$ cat src/rtl/rggen_host_access_controller.sv
// Host-side access controller: accepts one host command, broadcasts it to the register
// slots, waits for the selected slot to complete (or time out) and returns a response.
module rggen_host_access_controller #(
    parameter int ADDRESS_WIDTH  = 16,
    parameter int DATA_WIDTH     = 32,
    parameter int REGISTERS      = 1,
    parameter int TIMEOUT_CYCLES = 255
) (
    input  logic                            clk,
    input  logic                            rst,
    input  logic                            i_command_valid,
    output logic                            o_command_ready,
    input  logic                            i_write,
    input  logic [ADDRESS_WIDTH-1:0]        i_address,
    input  logic [DATA_WIDTH-1:0]           i_write_data,
    input  logic [DATA_WIDTH/8-1:0]         i_strobe,
    output logic                            o_response_valid,
    input  logic                            i_response_ready,
    output logic [DATA_WIDTH-1:0]           o_read_data,
    output logic [1:0]                      o_status,
    output logic                            o_register_valid,
    output logic                            o_register_write,
    output logic [ADDRESS_WIDTH-1:0]        o_register_address,
    output logic [DATA_WIDTH-1:0]           o_register_write_data,
    output logic [DATA_WIDTH/8-1:0]         o_register_strobe,
    input  logic [REGISTERS-1:0]            i_register_select,
    input  logic [REGISTERS-1:0]            i_register_ready,
    input  logic [REGISTERS*DATA_WIDTH-1:0] i_register_read_data
);

    localparam int STROBE_WIDTH = DATA_WIDTH / 8;
    localparam int COUNT_WIDTH  = (TIMEOUT_CYCLES > 0) ? $clog2(TIMEOUT_CYCLES + 1) : 1;
    localparam logic [COUNT_WIDTH-1:0] TIMEOUT_LAST =
        (TIMEOUT_CYCLES > 0) ? COUNT_WIDTH'(TIMEOUT_CYCLES - 1) : '0;

    localparam logic [1:0] STATUS_OKAY    = 2'b00;
    localparam logic [1:0] STATUS_ERROR   = 2'b01;
    localparam logic [1:0] STATUS_TIMEOUT = 2'b10;

    typedef enum logic [1:0] {
        IDLE,
        ACCESS,
        RESPOND
    } state_t;

    state_t                   state;
    state_t                   state_next;
    logic [COUNT_WIDTH-1:0]   wait_count;
    logic [COUNT_WIDTH-1:0]   wait_count_next;
    logic [DATA_WIDTH-1:0]    response_data;
    logic [DATA_WIDTH-1:0]    response_data_next;
    logic [1:0]               response_status;
    logic [1:0]               response_status_next;

    logic                     captured_write;
    logic [ADDRESS_WIDTH-1:0] captured_address;
    logic [DATA_WIDTH-1:0]    captured_write_data;
    logic [STROBE_WIDTH-1:0]  captured_strobe;

    logic                     select_any;
    logic                     select_one;
    logic                     selected_ready;
    logic [DATA_WIDTH-1:0]    selected_data;
    logic                     timeout_hit;

    // A single set bit clears to zero when ANDed with itself minus one.
    always_comb begin
        select_any     = |i_register_select;
        select_one     = select_any &&
                         ((i_register_select & (i_register_select - REGISTERS'(1))) == '0);
        selected_ready = |(i_register_select & i_register_ready);
        selected_data  = '0;
        for (int k = 0; k < REGISTERS; k++) begin
            if (i_register_select[k]) begin
                selected_data = selected_data | i_register_read_data[k*DATA_WIDTH +: DATA_WIDTH];
            end
        end
        timeout_hit = (TIMEOUT_CYCLES > 0) && (wait_count == TIMEOUT_LAST);
    end

    always_comb begin
        state_next           = state;
        wait_count_next      = wait_count;
        response_data_next   = response_data;
        response_status_next = response_status;
        case (state)
            IDLE: begin
                if (i_command_valid) begin
                    state_next      = ACCESS;
                    wait_count_next = '0;
                end
            end
            ACCESS: begin
                if (!select_one) begin
                    state_next           = RESPOND;
                    response_data_next   = '0;
                    response_status_next = STATUS_ERROR;
                end else if (selected_ready) begin
                    state_next           = RESPOND;
                    response_data_next   = captured_write ? '0 : selected_data;
                    response_status_next = STATUS_OKAY;
                end else if (timeout_hit) begin
                    state_next           = RESPOND;
                    response_data_next   = '0;
                    response_status_next = STATUS_TIMEOUT;
                end else begin
                    wait_count_next = wait_count + COUNT_WIDTH'(1);
                end
            end
            RESPOND: begin
                if (i_response_ready) begin
                    state_next           = IDLE;
                    response_data_next   = '0;
                    response_status_next = STATUS_OKAY;
                end
            end
            default: begin
                state_next = IDLE;
            end
        endcase
    end

    always_ff @(posedge clk) begin
        if (rst) begin
            state               <= IDLE;
            wait_count          <= '0;
            response_data       <= '0;
            response_status     <= STATUS_OKAY;
            captured_write      <= 1'b0;
            captured_address    <= '0;
            captured_write_data <= '0;
            captured_strobe     <= '0;
        end else begin
            state           <= state_next;
            wait_count      <= wait_count_next;
            response_data   <= response_data_next;
            response_status <= response_status_next;
            if ((state == IDLE) && i_command_valid) begin
                captured_write      <= i_write;
                captured_address    <= i_address;
                captured_write_data <= i_write_data;
                captured_strobe     <= i_strobe;
            end
        end
    end

    always_comb begin
        o_command_ready       = (state == IDLE);
        o_response_valid      = (state == RESPOND);
        o_read_data           = o_response_valid ? response_data : '0;
        o_status              = o_response_valid ? response_status : STATUS_OKAY;
        o_register_valid      = (state == ACCESS);
        o_register_write      = captured_write;
        o_register_address    = captured_address;
        o_register_write_data = captured_write_data;
        o_register_strobe     = captured_strobe;
    end

endmodule

$ cat config.mk
export PLATFORM = sky130hd
export DESIGN_NAME = rggen_host_access_controller
export DESIGN_NICKNAME = d
export VERILOG_FILES = /design/src/rtl/rggen_host_access_controller.sv
export SDC_FILE = /design/constraint.sdc
export NUM_CORES = 1
export LEC_CHECK = 0
export ABC_CLOCK_PERIOD_IN_PS = 1950
export BUFFER_PORTS_ARGS = -buffer_cell sky130_fd_sc_hd__buf_2
export CORE_ASPECT_RATIO = 1.25
export CORE_UTILIZATION = 47
export CTS_CLUSTER_DIAMETER = 80
export DETAILED_ROUTE_END_ITERATION = 12
export PLACE_DENSITY = 0.76
export SYNTH_ARGS = -nofsm -noshare
export SYNTH_HDL_FRONTEND = slang
export SYNTH_SLANG_ARGS = --single-unit
$ cat constraint.sdc
create_clock -name clk -period 1.95 [get_ports clk]
set_clock_uncertainty 0.05 [all_clocks]
set_input_delay 0.39 -clock clk [delete_from_list [all_inputs] [get_ports clk]]
set_output_delay 0.39 -clock clk [all_outputs]
set_load 0.005 [all_outputs]
Word level (Yosys, flattened, before mapping):

Cells that the tools add are included.

* bits in registers: 97
* input port bits: 91
* output and inout bits: 90

* add/subtract/negate cells: 2
* eq/ne operators: 9
* muxes and demuxes: 23
* bitwise gates (word level): 3
* reduce and logical (&&, ||, !) cells: 8

Operators by type and width (number)
* $mux 32: 7
* $pmux 32 s2: 1
* $mux 8: 4
* $mux 2: 8
* $pmux 8 s2: 1
* $add 8x1->8 const B: 1
* $eq 8x8->1 const B: 1
* $ne 2x2->1 const B: 3
* $pmux 2 s3: 1
* $reduce_and 3->1: 2
* $reduce_and 5->1: 1
* $ne 2x1->1 const B: 2
* $ne 4x2->1 const B: 1
* $pmux 2 s2: 1
* $reduce_bool 2->1: 2
* $and 1x1->1: 2
* $eq 2x1->1 const B: 1
* $eq 2x2->1 const B: 1
* $logic_and 1x1->1: 2
* $logic_not 2->1: 1
* $not 1->1: 1
* $sub 1x1->1 const B: 1

Logic depth before layout (Yosys ltp):

* depth after elaboration: 6
* mapped depth: 9
* mapped depth without buffers: 6

Worst setup path before layout:

OpenSTA, ideal clock, no wires.

* kind: register -> register
* start point: register state[0]
* end point: register response_status[0]
* library setup time: 123 ps
* arrival time: 1593 ps
* required time: 1777 ps
* slack: 184 ps
* stages on the path, launching flop included: 9
* cell sequence: dfxtp_1 > inv_1 > ha_1 > nand2b_1 > and2_1 > clkbuf_1 > and2_1 > buf_4 > mux2_1

* word-level cells in the longest chain between the ends: 3

RTL lines
* start, declared: line 46 `state_t state;`
* start signal, assigned: line 134 `state <= state_next;`
* $eq 2x2->1 *
* net o_response_valid: line 17 `output logic o_response_valid,`
* $ne 2x1->1 (no source line) / $reduce_bool 2->1 (equally long branches)
* $reduce_and 3->1 (no source line)
* end signal, assigned: line 137 `response_status <= response_status_next;`
* end, declared: line 52 `logic [1:0] response_status;`

Mark *: on every way through the listed nets, which the timed path passes. The rest lies on a longest branch.
A chain may end at the register's enable or synchronous reset.

Worst setup path in the final report:

* start point: register state[0]
* end point: output port o_read_data[24]

* word-level cells in the longest chain between the ends: 2

RTL lines
* $eq 2x2->1: line 149 `o_response_valid = (state == RESPOND);`
* $mux 32: line 150 `o_read_data = o_response_valid ? response_data : '0;`
* end, declared: line 19 `output logic [DATA_WIDTH-1:0] o_read_data,`

No other way between the ends.

==> results.tsv <==
metric	value	unit
CP Launch Type	flip-flop	
CTS Buf Count	9	
Power per Cell Area	1071	nW/um^2
simple-gate share of the synthesized area	28.79	%
first-pass iteration count of the detailed router	4	
Via Count	4068	
IO buf count	180	
synth top area cells	dfxtp_1 (47%), nand2_1 (13%), a21oi_1 (6.7%)	
post-detailed-route count of antenna-violating nets	0	
routed wire length	10.16	mm
GRT Resource Usage Total	21.88	%
Setup crit end kind	primary output	
num rows	38	
PostCTS Resize Cnt	6	
DR WL met3	592	um
final hold vios	0	
Seq/Total Area, Yosys	46.55	%
Critical Path RT	1.51	ns
post-synth top area share	46.55	%
hold endpoint	o_register_write_data[0]	
Tcrit/Tclk final	95.51	%
Synth Area in XOR/XNOR	0	%
post-synthesis compound-gate area fraction	16.95	%
setup repair bufs after CTS	0	
synthesis warning total	0	
Slew headroom	72.73	%
Most used DFF post-synth	dfxtp_1	
minimum clock period	1.863	ns
routed wl met2	5.002	mm
wl on met1	4.371	mm
CTS max path bufs	2	
CTS tree	built	
status	finished clean	
mux contribution to synthesized area	0.5099	%
largest net degree at the start of global routing	54	
top cell type by total area after synthesis	dfxtp_1	
Slew Limit Fails	0	
clk sink count	97	
leakage power	2.435	nW
largest family of logic cells by synthesized area	simple AND/OR/NAND/NOR gates	
Mapped Area	4172	um^2
syn nets	611	
final setup violation count	0	
routability cong.	0.8329	
register-to-register setup slack	0.22	ns
# hold bufs at CTS	0	
Post-Place Cell Area	5171	um^2
Crit Path Max Fanout	32	
DRT iter0 DRCs	206	
Yosys cell types	41	
CP Data Arrival Time	1.42	ns
Die Ht	107.3	um
Post-synth EDFFs	0	
I/O Pins	181	
top-count cell post-synth	nand2_1	
Post-Layout Cell Count	797	
post-synthesis register bit count	97	
routed vias/inst	5.104	
H-tree depth	3	
die area	9259	um^2
Adder-Cell Fraction of Synth Area	1.800	%
Max Cap Viol	0	
synth cell count leaders	nand2_1 (147), dfxtp_1 (97), a21oi_1 (56)	
# DRC	0	
Layout Nets	769	
Worst Min Path Start	i_write_data[0]	
vias in the first global route	3727	
share of post-route cells with drive strength above 1	36.19	%
peak supply drop	678.3	uV
r2r worst-path depth	5	
global-route wire length before repair	16.22	mm
syn_area_per_cell	8.116	um^2
DR top layer	met4	
R2R Path End	wait_count[7]	
Synth async-reset ratio	0	%
TNS Setup	0	ns
hold crit path type	in2reg	
Crit Path Class	reg2out	
initial core utilization	48.21	%
Slew @ Worst Pin	0.4091	ns
Finished Core Util	62.36	%
clk_lat worst skew	0.36	ns
Hold Path Depth	3	
DPL Wire Length	7.006	mm
FMAX	536.9	MHz
cells after synthesis	514	
drt wl/cell	12.75	um
Design Area, Final	5396	um^2
initial antenna violation count	0	
grt total ovfl	0	
Clock transition at path regs	0.09	ns
Die X-Extent	86.27	um
# placed instances	781	
root buffer cell	clkbuf_8	
worst r2r src	state[1]	
RSZ-0062 raised after global routing	false	
P&R area growth vs syn	29.36	%
core area	8653	um^2
antenna cells	0	
==> area by class of cell <==
| type | instances | area [um^2] |
|---|---|---|
| Multi-Input combinational cell | 367 | 2019 |
| Clock inverter | 4 | 52.55 |
| Timing Repair Buffer | 192 | 1066 |
| Clock buffer | 12 | 145.1 |
| Fill cell | 798 | 3257 |
| Tap cell | 120 | 150.1 |
| Inverter | 5 | 18.77 |
| Sequential cell | 97 | 1944 |
==> critical path: stages, from the launching register on <==
cell,delay [ns]
dfxtp_2,0.36
inv_2,0.06
ha_4,0.19
buf_12,0.16
and2_1,0.16
buf_2,0.13
==> worst max-delay path by stage <==
| stage | slack [ns] | cells past startpoint | start | to |
|---|---|---|---|---|
| floorplan | 0.18 | 8 | state[0] | response_status[0] |
| global placement | 0.28 | 7 | wait_count[0] | response_data[1] |
| detailed placement | 0.20 | 5 | state[0] | o_read_data[6] |
| CTS | 0.01 | 5 | state[0] | o_read_data[24] |
| global route | 0.002 | 5 | state[0] | o_status[0] |
| finish | 0.09 | 5 | state[0] | o_read_data[24] |
==> sequential cells by signal, indices dropped and copies added, names as in the netlist <==
name                   cells
response_data             32
o_register_write_data     32
o_register_write           1
wait_count                 8
o_register_strobe          4
state                      2
response_status            2
o_register_address        16
==> per-layer routing <==
metal | up-vias | GRT usage (%)
met2 | 140 | 39.74
met3 | 17 | 4.448
li1 | 2052 | -
met1 | 1859 | 23.97
met5 | - | 0
met4 | 0 | 10.60
==> through the flow <==
stage          hold WS, ns  setup WS, ns  power, mW
4_1_cts             0.1803       0.01135      5.835
3_5_place_dp        0.3935        0.2019      4.473
3_3_place_gp        0.3875        0.2804      4.413
6_report            0.2021       0.08747      5.779
2_1_floorplan       0.3738        0.1841      3.817
5_1_grt             0.1855      0.001654      6.136
==> kinds of logic after synthesis <==
family	count (synthesis)
and+or+nand+nor	251
muxes	2
AOI/OAI and AO/OA	108
buffers and inverters	50
DFF	97
adders and majority gates	6
==> cell usage in the layout (no fill, tap or decap), drive strengths merged, types with 2 or more instances in the layout <==
cell type	synthesis	final
dfxtp	97	97
inv	5	5
a31oi	4	4
buf	19	192
and3	3	3
clkbuf	26	12
nor3b	2	2
clkinvlp	0	3
o21ai	37	37
nand3	6	6
nor2b	3	3
nor2	7	7
and2	38	38
a211oi	2	2
a21oi	56	56
a311oi	2	2
nand2	147	147
ha	6	6
o211ai	3	3
nand4	35	35
nand2b	3	3
==> where the power goes <==
group	switching (mW)	leakage (nW)	total (mW)	internal, mW
sequential	0.142	0.791	2.40	2.26
combinational	1.30	1.56	2.05	0.753
clock	0.694	0.0888	1.32	0.629
No activity file was read; power rests on OpenSTA's default activity.
